**src/rtl/aes_cim_round_scheduler.sv**
```systemverilog
// AES-128 round sequencer for the CIM array: bit-serial AddRoundKey,
// S-box lookup through the array decoder, local ShiftRows/MixColumns.
module aes_cim_round_scheduler #(
    parameter int   LOOKUP_LAT = 1,
    parameter logic SBOX_BANK  = 1'b0
) (
    input  logic         CLK,
    input  logic         RST,
    input  logic         START,
    input  logic [127:0] DIN,
    input  logic [127:0] RIO_BUS,
    output logic [15:0]  IN,
    output logic [47:0]  DEMUX_BUS,
    output logic [95:0]  RWL_BUS,
    output logic [1:0]   ARR_MODE,
    output logic [3:0]   ROUND,
    output logic         BSY,
    output logic         DVLD,
    input  logic         DACK,
    output logic [127:0] DOUT
);

    typedef enum logic [2:0] {
        IDLE, ARK, SUB_ISSUE, SUB_WAIT, LIN, DONE
    } fsm_t;

    localparam logic [2:0] WAIT_INIT = 3'(LOOKUP_LAT - 1);

    fsm_t         fsm;
    logic [127:0] data;
    logic [2:0]   bit_cnt;
    logic [2:0]   wait_cnt;
    logic [2:0]   next_k;
    logic [127:0] ark_next;
    logic [127:0] sr_out;
    logic [127:0] lin_out;
    logic [47:0]  sub_demux;
    logic [95:0]  sub_rwl;

    function automatic logic [15:0] bit_slice(input logic [127:0] x, input int b);
        logic [15:0] f;
        for (int j = 0; j < 16; j++) begin
            f[j] = x[120 - 8 * j + b];
        end
        return f;
    endfunction

    function automatic logic [7:0] xt(input logic [7:0] b);
        return {b[6:0], 1'b0} ^ (b[7] ? 8'h1b : 8'h00);
    endfunction

    function automatic logic [127:0] shift_rows(input logic [127:0] x);
        logic [127:0] y;
        for (int c = 0; c < 4; c++) begin
            for (int r = 0; r < 4; r++) begin
                y[127 - 8 * (r + 4 * c) -: 8] = x[127 - 8 * (r + 4 * ((c + r) % 4)) -: 8];
            end
        end
        return y;
    endfunction

    function automatic logic [127:0] mix_columns(input logic [127:0] x);
        logic [127:0] y;
        logic [7:0]   a0, a1, a2, a3;
        for (int c = 0; c < 4; c++) begin
            a0 = x[127 - 32 * c -: 8];
            a1 = x[119 - 32 * c -: 8];
            a2 = x[111 - 32 * c -: 8];
            a3 = x[103 - 32 * c -: 8];
            y[127 - 32 * c -: 8] = xt(a0) ^ xt(a1) ^ a1 ^ a2 ^ a3;
            y[119 - 32 * c -: 8] = a0 ^ xt(a1) ^ xt(a2) ^ a2 ^ a3;
            y[111 - 32 * c -: 8] = a0 ^ a1 ^ xt(a2) ^ xt(a3) ^ a3;
            y[103 - 32 * c -: 8] = xt(a0) ^ a0 ^ a1 ^ a2 ^ xt(a3);
        end
        return y;
    endfunction

    // Each ARK cycle shifts the array's key-XORed bit into the byte LSB.
    always_comb begin
        ark_next  = '0;
        sub_demux = '0;
        sub_rwl   = '0;
        for (int j = 0; j < 16; j++) begin
            ark_next[127 - 8 * j -: 8] = {data[126 - 8 * j -: 7], RIO_BUS[120 - 8 * j]};
        end
        for (int j = 0; j < 16; j++) begin
            sub_demux[47 - 3 * j -: 3] = {SBOX_BANK, ark_next[127 - 8 * j -: 2]};
            sub_rwl[95 - 6 * j -: 6]   = ark_next[125 - 8 * j -: 6];
        end
    end

    assign next_k  = bit_cnt + 3'd1;
    assign sr_out  = shift_rows(data);
    assign lin_out = (ROUND == 4'd10) ? sr_out : mix_columns(sr_out);

    always_ff @(posedge CLK) begin
        if (RST) begin
            fsm       <= IDLE;
            data      <= '0;
            bit_cnt   <= '0;
            wait_cnt  <= '0;
            IN        <= '0;
            DEMUX_BUS <= '0;
            RWL_BUS   <= '0;
            ARR_MODE  <= 2'b00;
            ROUND     <= '0;
            BSY       <= 1'b0;
            DVLD      <= 1'b0;
            DOUT      <= '0;
        end else begin
            unique case (fsm)
                IDLE: begin
                    if (START) begin
                        data      <= DIN;
                        ROUND     <= '0;
                        BSY       <= 1'b1;
                        bit_cnt   <= '0;
                        IN        <= bit_slice(DIN, 7);
                        DEMUX_BUS <= '0;
                        RWL_BUS   <= '0;
                        ARR_MODE  <= 2'b01;
                        fsm       <= ARK;
                    end
                end
                ARK: begin
                    data    <= ark_next;
                    bit_cnt <= next_k;
                    if (bit_cnt == 3'd7) begin
                        IN <= '0;
                        if (ROUND == 4'd10) begin
                            ARR_MODE <= 2'b00;
                            DOUT     <= ark_next;
                            DVLD     <= 1'b1;
                            fsm      <= DONE;
                        end else begin
                            ROUND     <= ROUND + 4'd1;
                            ARR_MODE  <= 2'b10;
                            DEMUX_BUS <= sub_demux;
                            RWL_BUS   <= sub_rwl;
                            fsm       <= SUB_ISSUE;
                        end
                    end else begin
                        // after the shift, bit 6 of each byte becomes its next MSB
                        IN        <= bit_slice(data, 6);
                        DEMUX_BUS <= {16{next_k}};
                    end
                end
                SUB_ISSUE: begin
                    ARR_MODE <= 2'b00;
                    wait_cnt <= WAIT_INIT;
                    fsm      <= SUB_WAIT;
                end
                SUB_WAIT: begin
                    if (wait_cnt == 3'd0) begin
                        data <= RIO_BUS;
                        fsm  <= LIN;
                    end else begin
                        wait_cnt <= wait_cnt - 3'd1;
                    end
                end
                LIN: begin
                    data      <= lin_out;
                    bit_cnt   <= '0;
                    IN        <= bit_slice(lin_out, 7);
                    DEMUX_BUS <= '0;
                    RWL_BUS   <= {16{{2'b00, ROUND}}};
                    ARR_MODE  <= 2'b01;
                    fsm       <= ARK;
                end
                DONE: begin
                    if (DACK) begin
                        DVLD <= 1'b0;
                        BSY  <= 1'b0;
                        fsm  <= IDLE;
                    end
                end
                default: fsm <= IDLE;
            endcase
        end
    end

endmodule

```
**config.mk**
```make
export PLATFORM = sky130hd
export DESIGN_NAME = aes_cim_round_scheduler
export DESIGN_NICKNAME = d
export VERILOG_FILES = /design/src/rtl/aes_cim_round_scheduler.sv
export SDC_FILE = /design/constraint.sdc
export NUM_CORES = 1
export LEC_CHECK = 0
export ABC_AREA = 1
export BUFFER_PORTS_ARGS = -buffer_cell sky130_fd_sc_hd__buf_2
export CORE_MARGIN = 2
export CORE_UTILIZATION = 40
export DETAILED_ROUTE_END_ITERATION = 8
export PLACE_DENSITY = 0.65
export SYNTH_ARGS = -nofsm -noshare
export SYNTH_HDL_FRONTEND = slang
export SYNTH_SLANG_ARGS = --single-unit
```
**constraint.sdc**
```tcl
create_clock -name CLK -period 3.6 [get_ports CLK]
set_input_delay 0 -clock CLK [delete_from_list [all_inputs] [get_ports CLK]]
set_output_delay 0 -clock CLK [all_outputs]
set_load 0.01 [all_outputs]
```
==> impl_metrics.tcl <==
set metrics [dict create \
    final_nets 4926 \
    pre_cts_ws_ps 867 \
    synth_compound_area_share_pct 18.7 \
    track_usage_pct 37.4 \
    worst_pin_slew_ps 1080 \
    post-place-cells 5205 \
    ir_worst_vdd_v 0.000689 \
    die_x_microns 257 \
    period_share_pct 92.0 \
    synth_fa_ha_area_share_pct 0.294 \
    power_switching_uw 17000 \
    place.gp.congestion 1.00 \
    drt_wl_total_mm 129 \
    ys.flop_type "dfxtp_1" \
    path_class "reg2reg" \
    rsz0062_at_grt "no" \
    grt_max_degree 175 \
    synthDistinctLibCells 43 \
    crit_arrival_ps 3790 \
    grt_pass1_vias 27900 \
    ant_nets 0 \
    internal-power_uw 16200 \
    dieArea_sq_um 65800 \
    cts_tree "built" \
    setup_tns_ps 0 \
    cts.sinks 418 \
    critPathRequiredTime_ps 4080 \
    port_buffers 555 \
    std_cell_rows 92 \
    period_minus_slack_ps 3310 \
    synth.avg_cell_area_sq_um 6.28 \
    synth_commonest_cells "1,123 x nand2_1, 454 x nor2_1, 430 x a21oi_1" \
    maxCapViolations 0 \
    overflow 0 \
    die_h_microns 257 \
    ios 556 \
    cpMostUsedCell "nand2_1" \
    drt_iter0_markers 4139 \
    start_kind "flip-flop" \
    clkLatencyLatePin_ps 630 \
    via_count 30700 \
    p_seq_share_pct 23.7 \
    outcome "finished, final reports clean" \
    synth_most_common_cell "nand2_1" \
    dr.pass1.iters 6 \
    fmax_ghz 0.302 \
    p_per_area_nw_per_um2 1010 \
    syn_inst 4061 \
    critPathSlowestCell "dfxtp_1" \
    reg2reg_slack_ps 290 \
    n_fill_cell 6568 \
    syn-num-nets 4327 \
    pwr-share-comb_pct 60.4 \
    yosysWarnings 0 \
    synth-seq-cells 418 \
    fp.coreArea_sq_um 63100 \
    cp_max_fo 57 \
    layout.area.seq_sq_um 8370 \
    route.detailed.drc 0 \
    yosysTopAreaCellShare_pct 32.8 \
    avgRoutedWirePerCell_microns 23.2 \
    vias_per_cell 5.54 \
    max_slew_margin_pct 27.7 \
    yosys-top-cells-area "dfxtp_1 33%, nand2_1 17%, a21oi_1 8.4%, nor2_1 6.7%, o21ai_0 5.9%" \
    hold_path_class "in2reg" \
    async_flop_share_pct 0 \
    hold_viol_final 0 \
    cellLeakagePower_uw 0.0151 \
    clock_skew_ps 26.3 \
    cts_buffers 49 \
    start_util_pct 40.4 \
    max_stage_delay_ps 610 \
    htreeDepth 2 \
    area_delta_synth_final_pct 28.4 \
    power_switching_share_pct 51.3 \
    antenna_found_initial 7 \
    synth_seq_area_share_pct 32.8 \
    multiInputGateArea_sq_um 14600 \
    final_cells 5548 \
    synth_edf_count 0 \
    synth-xor-area-share_pct 8.41 \
    report.final.setup_viol 0 \
    dpl.hpwl_mm 95.5 \
    yosys.area_share.simple_pct 29.8 \
    setup_ws_ps 286 \
    synth_mux_area_share_pct 0 \
    path_cells "inv_1 > nand2_2 > buf_4 > inv_2 > buf_12 > nand2_1 > nand3_1 > a21oi_1 > nand2_1 > nand2_1 > dlygate4sd3_1 > a21oi_1" \
    slew_viol_final 0 \
    cts_root_buf "clkbuf_16" \
    clkTransAtPathRegs_ps 60 \
    drive_above_1_share_pct 16.2 \
    grt_pass1_wl_mm 186 \
    end_kind "flip-flop" \
    clkPwrFrac_pct 15.9 \
    synth_area_sq_um 25500 \
    synth_top_family_by_area "simple AND/OR/NAND/NOR gates" \
    holdWs_ps 45.5 \
    cts_buffer_depth 3 \
    yosysTopAreaCell "dfxtp_1" \
]
## flip-flops by register name (all words and copies together), names as in the netlist
signal     count
BSY            1
DOUT         128
wait_cnt       3
data         128
RWL_BUS       96
ARR_MODE       2
ROUND          4
DVLD           1
DEMUX_BUS     33
IN            16
fsm            3
bit_cnt        3
## per-stage QoR
| step | instance area [sq um] | power (uW) | utilization, % |
|---|---|---|---|
| after floorplan | 25500 | 19700 | - |
| after global placement | 28600 | 25700 | 45.3 |
| after detailed placement | 28600 | 25900 | 45.3 |
| after CTS | 32800 | 32600 | 51.9 |
| after global routing | 32800 | 35200 | 51.9 |
| final | 32800 | 33200 | 51.9 |
## worst max-delay path, delay by kind of cell, from the launching register on
family / cells / cell delay (ps)
buf+inv: 5 / 1590
simple gates: 5 / 680
flops: 1 / 610
compound gates: 2 / 240
## final cells by class
class,instances,share of cell area [%]
inverter,280,3.24
clock buffer,65,4.24
clock inverter,25,0.833
timing repair buffer,875,18.3
antenna,3,0.0229
multi-input combinational,3036,44.6
tap,846,3.23
sequential,418,25.5
## power by group through the flow
stage | Clock (uW) | Sequential (uW) | Combinational [uW]
after floorplan | 0 | 6970 | 12800
final | 5290 | 7870 | 20100
after global routing | 5480 | 7960 | 21700
after detailed placement | 0 | 7840 | 18000
after CTS | 5320 | 7770 | 19500
after global placement | 0 | 7860 | 17900
## repair_timing
item | 4_1_cts | 5_1_grt
gates resized for setup | 0 | 0
hold buffers | 250 | 0
hold endpoints to repair | 216 | 0
buffers inserted | 0 | 0
## layout by cell type, fill, tap and decap left out, drive strengths merged
| cell | n |
|---|---|
| nand2b | 1 |
| o21bai | 3 |
| dlygate4sd3 | 250 |
| nor2 | 462 |
| o211ai | 11 |
| a21boi | 1 |
| bufinv | 4 |
| nand4 | 22 |
| nand3 | 219 |
| nor3b | 3 |
| buf | 625 |
| nand2 | 1129 |
| a32oi | 1 |
| inv | 278 |
| or2 | 20 |
| o21ai | 335 |
| a21oi | 431 |
| dfxtp | 418 |
| clkinvlp | 4 |
| nor3 | 30 |
| xor2 | 132 |
| clkbuf | 65 |
| xnor2 | 113 |
| diode | 3 |
| clkinv | 19 |
| o2111ai | 6 |
| a31oi | 50 |
| a211oi | 54 |
| nand3b | 3 |
| ha | 6 |
| a22oi | 4 |
## layer usage
| metal | wire length (microns) | vias up | track usage, % |
|---|---|---|---|
| li1 | - | 14300 | - |
| met1 | 50600 | 14200 | 48.6 |
| met2 | 55300 | 1911 | 57.7 |
| met3 | 15400 | 318 | 9.65 |
| met4 | 7230 | 8 | 18.0 |
| met5 | 37 | - | 0 |
## worst paths after layout
path	depth (start not counted)	start	to
hold / removal	7	RIO_BUS[99]	data[99]$_SDFFE_PP0P_
setup reg to reg	12	fsm[2]$_SDFFE_PP0P_	data[107]$_SDFFE_PP0P_
setup / recovery	12	fsm[2]$_SDFFE_PP0P_	data[107]$_SDFFE_PP0P_
hold reg to reg	2	DEMUX_BUS[30]$_SDFFE_PP0P_	DEMUX_BUS[30]$_SDFFE_PP0P_
## cell families (layout without fill, tap and decap cells)
family | count (synthesis) | after routing
and+or+nand+nor | 1889 | 1889
AOI/OAI and AO/OA | 896 | 896
buffers and inverters | 607 | 1245
DFF | 418 | 418
xor gates and xnor gates | 245 | 245
adders and majority gates | 6 | 6
other | 0 | 3
(Power assumes the default switching activity.)
